<file path="src/rtl/gmii_rx_mac_if.sv">
// Byte-wide AXI-Stream lane carrying received frame payload.
// No tready: the sink accepts every beat.
interface gmii_rx_mac_if;
    logic [7:0] tdata;
    logic       tvalid;
    logic       tlast;
    logic       tuser;

    modport master (output tdata, tvalid, tlast, tuser);
    modport slave  (input  tdata, tvalid, tlast, tuser);
endinterface

</file>
<file path="src/rtl/gmii_rx_mac.sv">
// GMII receive MAC front-end: strips preamble/SFD and FCS, checks CRC and
// length, streams payload bytes with a per-frame bad flag and frame counters.
module gmii_rx_mac #(
    parameter int MIN_FRAME = 64,
    parameter int MAX_FRAME = 1522,
    parameter int CNT_W     = 32
) (
    input  logic             gmii_rxc,
    input  logic             rst,
    input  logic             gmii_rx_dv,
    input  logic             gmii_rx_er,
    input  logic [7:0]       gmii_rd,
    gmii_rx_mac_if.master    m_axis,
    output logic [CNT_W-1:0] good_frames,
    output logic [CNT_W-1:0] bad_frames
);
    localparam logic [7:0]  PRE         = 8'h55;
    localparam logic [7:0]  SFD         = 8'hD5;
    localparam logic [31:0] CRC_RESIDUE = 32'hDEBB20E3;
    localparam logic [15:0] MIN_CNT     = 16'(MIN_FRAME);
    localparam logic [15:0] MAX_CNT     = 16'(MAX_FRAME);
    localparam logic [15:0] HOLD_CNT    = 16'd5;

    typedef enum logic [1:0] {
        IDLE,
        PREAMBLE,
        PAYLOAD,
        DROP
    } state_t;

    state_t      state_q, state_d;
    logic [31:0] crc_q;
    logic [15:0] cnt_q;
    logic        err_q;
    logic [39:0] dly_q;
    logic        load;
    logic        beat;
    logic        beat_last;
    logic        beat_user;
    logic        inc_good;
    logic        inc_bad;
    logic        frame_bad;

    function automatic logic [31:0] crc_byte(input logic [31:0] c,
                                             input logic [7:0]  d);
        logic [31:0] r;
        r = c;
        for (int i = 0; i < 8; i++)
            r = (r >> 1) ^ ((r[0] ^ d[i]) ? 32'hEDB88320 : 32'h0);
        return r;
    endfunction

    // Running CRC over data+FCS lands on the fixed residue for a clean frame.
    assign frame_bad = err_q | (crc_q != CRC_RESIDUE) | (cnt_q < MIN_CNT);

    always_ff @(posedge gmii_rxc or posedge rst) begin
        if (rst) state_q <= IDLE;
        else     state_q <= state_d;
    end

    always_comb begin
        state_d   = state_q;
        load      = 1'b0;
        beat      = 1'b0;
        beat_last = 1'b0;
        beat_user = 1'b0;
        inc_good  = 1'b0;
        inc_bad   = 1'b0;
        unique case (state_q)
            IDLE: begin
                if (gmii_rx_dv) begin
                    if (gmii_rd == PRE)      state_d = PREAMBLE;
                    else if (gmii_rd == SFD) state_d = PAYLOAD;
                    else                     state_d = DROP;
                end
            end
            PREAMBLE: begin
                if (!gmii_rx_dv)         state_d = IDLE;
                else if (gmii_rd == SFD) state_d = PAYLOAD;
                else if (gmii_rd != PRE) state_d = DROP;
            end
            PAYLOAD: begin
                if (gmii_rx_dv) begin
                    load = 1'b1;
                    if (cnt_q == MAX_CNT) begin
                        beat      = 1'b1;
                        beat_last = 1'b1;
                        beat_user = 1'b1;
                        inc_bad   = 1'b1;
                        state_d   = DROP;
                    end else if (cnt_q >= HOLD_CNT) begin
                        beat = 1'b1;
                    end
                end else begin
                    state_d = IDLE;
                    if (cnt_q >= HOLD_CNT) begin
                        beat      = 1'b1;
                        beat_last = 1'b1;
                        beat_user = frame_bad;
                    end
                    if (cnt_q < HOLD_CNT || frame_bad) inc_bad  = 1'b1;
                    else                               inc_good = 1'b1;
                end
            end
            DROP: begin
                if (!gmii_rx_dv) state_d = IDLE;
            end
            default: state_d = IDLE;
        endcase
    end

    always_ff @(posedge gmii_rxc or posedge rst) begin
        if (rst) begin
            crc_q         <= '1;
            cnt_q         <= '0;
            err_q         <= 1'b0;
            dly_q         <= '0;
            m_axis.tdata  <= '0;
            m_axis.tvalid <= 1'b0;
            m_axis.tlast  <= 1'b0;
            m_axis.tuser  <= 1'b0;
            good_frames   <= '0;
            bad_frames    <= '0;
        end else begin
            // Frame state is rearmed whenever we are outside a payload.
            if (state_q != PAYLOAD) begin
                crc_q <= '1;
                cnt_q <= '0;
                err_q <= 1'b0;
            end else if (load) begin
                crc_q <= crc_byte(crc_q, gmii_rd);
                if (cnt_q != 16'hFFFF) cnt_q <= cnt_q + 16'd1;
                if (gmii_rx_er) err_q <= 1'b1;
                dly_q <= {dly_q[31:0], gmii_rd};
            end
            m_axis.tvalid <= beat;
            m_axis.tdata  <= beat ? dly_q[39:32] : 8'h00;
            m_axis.tlast  <= beat_last;
            m_axis.tuser  <= beat_user;
            if (inc_good) good_frames <= good_frames + CNT_W'(1);
            if (inc_bad)  bad_frames  <= bad_frames + CNT_W'(1);
        end
    end
endmodule

</file>
<file path="src/flat_wrapper.sv">
// flat-port wrapper written by rule: the top's interface ports become plain ports
module gmii_rx_mac_flat 
#(
    parameter int MIN_FRAME = 64,
    parameter int MAX_FRAME = 1522,
    parameter int CNT_W     = 32
)
  (gmii_rxc, rst, gmii_rx_dv, gmii_rx_er, gmii_rd, good_frames, bad_frames, m_axis_tdata, m_axis_tvalid, m_axis_tlast, m_axis_tuser);
  gmii_rx_mac_if m_axis_i ();
  input  logic gmii_rxc;
  input  logic rst;
  input  logic gmii_rx_dv;
  input  logic gmii_rx_er;
  input  logic [7:0] gmii_rd;
  output logic [CNT_W-1:0] good_frames;
  output logic [CNT_W-1:0] bad_frames;
  output wire logic [$bits(m_axis_i.tdata)-1:0] m_axis_tdata;
  output wire logic [$bits(m_axis_i.tvalid)-1:0] m_axis_tvalid;
  output wire logic [$bits(m_axis_i.tlast)-1:0] m_axis_tlast;
  output wire logic [$bits(m_axis_i.tuser)-1:0] m_axis_tuser;
  assign m_axis_tdata = m_axis_i.tdata;
  assign m_axis_tvalid = m_axis_i.tvalid;
  assign m_axis_tlast = m_axis_i.tlast;
  assign m_axis_tuser = m_axis_i.tuser;
  gmii_rx_mac #(.MIN_FRAME(MIN_FRAME), .MAX_FRAME(MAX_FRAME), .CNT_W(CNT_W)) u_core (.gmii_rxc(gmii_rxc), .rst(rst), .gmii_rx_dv(gmii_rx_dv), .gmii_rx_er(gmii_rx_er), .gmii_rd(gmii_rd), .m_axis(m_axis_i), .good_frames(good_frames), .bad_frames(bad_frames));
endmodule
</file>
<file path="config.mk">
export PLATFORM = sky130hd
export DESIGN_NAME = gmii_rx_mac_flat
export DESIGN_NICKNAME = d
export VERILOG_FILES = /design/src/rtl/gmii_rx_mac_if.sv /design/src/rtl/gmii_rx_mac.sv /design/src/flat_wrapper.sv
export SDC_FILE = /design/constraint.sdc
export NUM_CORES = 1
export LEC_CHECK = 0
export ABC_AREA = 1
export BUFFER_PORTS_ARGS = -buffer_cell sky130_fd_sc_hd__buf_4
export CORE_MARGIN = 2
export CORE_UTILIZATION = 31
export CTS_CLUSTER_DIAMETER = 120
export CTS_CLUSTER_SIZE = 25
export DETAILED_ROUTE_END_ITERATION = 16
export GPL_ROUTABILITY_DRIVEN = 0
export PLACE_DENSITY = 0.45
export SLEW_MARGIN = 10
export SYNTH_ARGS = -nofsm -noshare
export SYNTH_HDL_FRONTEND = slang
export SYNTH_SLANG_ARGS = --single-unit
export TNS_END_PERCENT = 30
</file>
<file path="constraint.sdc">
create_clock -name gmii_rxc -period 7.93 [get_ports gmii_rxc]
set_input_delay 1.586 -clock gmii_rxc [delete_from_list [all_inputs] [get_ports gmii_rxc]]
set_output_delay 1.586 -clock gmii_rxc [all_outputs]
set_load 0.005 [all_outputs]
</file>
==> metrics.txt <==
status=completed; Mapped Avg Cell Area=6.96 um2; Mapped Area=10200 um2; Final Hold Vio Count=0; Post-synth ARST share=100%; Die Wd=185 um; initial antenna violation count=0; CP most frequent cell=nand2_1; Worst Hold Class=reg2reg; Comb power frac=30.1%; Placed Cells incl. Taps=1958; largest net degree at the start of global routing=100; number of enable flip-flop cells after synthesis=0; RSZ-0062 raised after global routing=false; I/O Pins=87; Remaining DRCs=0; CP max stage cell=nand3_2; GR Layer Usage met1=25.4%; endpoints failing setup=0; min cycle time layout=3.13 ns; Final HPWL DP=20600 um; LEAKAGE=0.00567 uW; Peak VDD IR=0.178 mV; ANT nets after route=0; Root Buffer=clkbuf_16; clock transition at the registers of the reported paths=0.08 ns; Synth Flop Type=dfrtp_1; Post-CTS Hold Buffers=0; # port buffers=86; share of cells above drive strength 1=13.5%; Pins Over Slew Limit=0; part of the cycle the worst path needs=39.4%; Power Internal=1740 uW; core area=32500 um2; Syn-to-layout area delta=15.6%; Row Count=66; Clock Path Buffers=2; max_cap viols=0; Fmax=320 MHz; placed cell areas=11200 um2; WL per Instance=14.6 um; Syn Nets=1480; worst-path cell chain=buf_4 > inv_2 > nand3_2 > nand2_4 > nand2_1 > nand2_1; Arrival @ worst endpoint=3.50 ns; total negative setup slack=0 ns; CTS Sinks=166; sequential share of the synthesized area=41.2%; kind of critical path=in2reg; Worst-Skew Late Latency=0.45 ns; clock network power share=29.0%; ant diodes=0; critical path capture point type=flop; WL final=29100 um; total CTS buffers=17; setup repair bufs after CTS=0; Final Cell Area=11800 um2; GRT Max-Usage Layer=met2; final net count=1553; Die Height=185 um; Die ar.=34300 um2; Synth area leaders=dfrtp_1 33%, nand2_1 22%, dfstp_2 8.3%; CTS resizes=0; synth cell count leaders=603 x nand2_1, 136 x nor2_1, 134 x dfrtp_1; Syn Inst Count=1462; Synth cell types=40; Sw Ratio=40.0%; GRT Overall Usage=17.6%; hold_ws=0.464 ns; top-count cell post-synth=nand2_1; htree depth=4; grt met2 use=27.4%; pwr dens=247 nW/um2; met3 Resource Use GR=2.65%; vias in the first global route=8761; first-pass GRT wire length=47200 um; CP startpoint kind=input pin; DR pass1 iterations=6; Slew headroom=37.0%; vias=9289; share of power burned in registers=40.9%; switching power=1160 uW; Critical Path RT=8.30 ns; synthesized flop and latch total=166; Clock Skew=0.0172 ns; area leader, netlist=dfrtp_1; Slew @ Worst Pin=0.944 ns; initial cell density of the core=31.3%; Synth Warn #=0; gr ovfl total=0; Cell Count, Final, Fillers Out=1990; Worst path max stage delay=0.63 ns; worst-path fanout max=36; CTS tree=yes; Synth top area share=33.0%; vias per inst=4.67; DR iter-0 viols=707
-- layer usage --
metal  wire length (um)  part of all wire [%]
met4                418                   1.4
met2              12800                    44
met5                  0                     0
met3               1140                   3.9
met1              14800                    51
-- registers in the layout (all words and copies together) (netlist names) --
register,count
u_core.m_axis.tvalid,1
u_core.m_axis.tuser,1
u_core.good_frames,32
u_core.m_axis.tlast,1
u_core.bad_frames,32
u_core.dly_q,40
u_core.crc_q,32
u_core.cnt_q,16
u_core.state_q,2
u_core.err_q,1
u_core.m_axis.tdata,8
-- logic make-up (layout without fill, tap and decap cells) --
group	after synthesis	in the layout	synth area share, %
compound gates	96	96	5.19
xor+xnor	47	47	4.05
fa+ha+maj	6	6	0.738
buf+inv	177	263	7.49
flops	166	166	41.2
simple gates	970	970	41.3
-- final timing paths --
path	cells after the start	slack, ns	startpoint	end
max	6	4.80	gmii_rx_dv	u_core.bad_frames[30]
min	2	0.46	u_core.dly_q[13]	u_core.dly_q[21]
max reg2reg	8	5.16	u_core.state_q[0]	u_core.good_frames[10]
min reg2reg	2	0.46	u_core.dly_q[13]	u_core.dly_q[21]
max in group asynchronous	3	5.07	rst	u_core.dly_q[6]
min in group asynchronous	2	1.35	rst	u_core.m_axis.tvalid
-- power by group through the flow --
stage / Sequential [uW] / Combinational [uW] / Clock [uW]
detailed placement: 1200 / 876 / 0
global placement: 1200 / 870 / 0
floorplan: 1160 / 665 / 0
global route: 1210 / 1010 / 897
finish: 1190 / 872 / 842
CTS: 1190 / 881 / 868
-- final cells by class --
cell class | instances | area [um2]
Clock buffer | 18 | 429
Clock inverter | 14 | 153
Fill cell | 3507 | 20700
Inverter | 142 | 546
Multi-Input combinational cell | 1119 | 5220
Sequential cell | 166 | 4190
Tap cell | 442 | 553
Timing Repair Buffer | 89 | 668
-- critical path: cells and delay by family --
kind          cells  cell delay [ns]
buf+inv           2             0.45
simple gates      4             1.41
-- cells in the final DEF, fill, tap and decap left out, types with 12 or more instances in the layout --
master / instances
o21ai_1: 13
a21oi_1: 15
clkbuf_16: 17
nor2_1: 136
o21ai_0: 47
nand3b_1: 30
xnor2_1: 13
xor2_1: 34
dfrtp_1: 134
buf_4: 89
inv_1: 130
nor2_2: 12
dfstp_2: 32
nor3_1: 27
nand3_1: 88
o22ai_1: 13
nand2_1: 603
nand4_1: 40
-- through the flow --
step                utilization [%]  power [uW]  setup WS [ns]
floorplan                         -        1830           1.91
global placement               34.4        2070           4.38
detailed placement             34.4        2080           4.33
CTS                            36.2        2940           4.79
global route                   36.2        3120           4.59
finish                         36.2        2900           4.80
(Power assumes the default switching activity.)
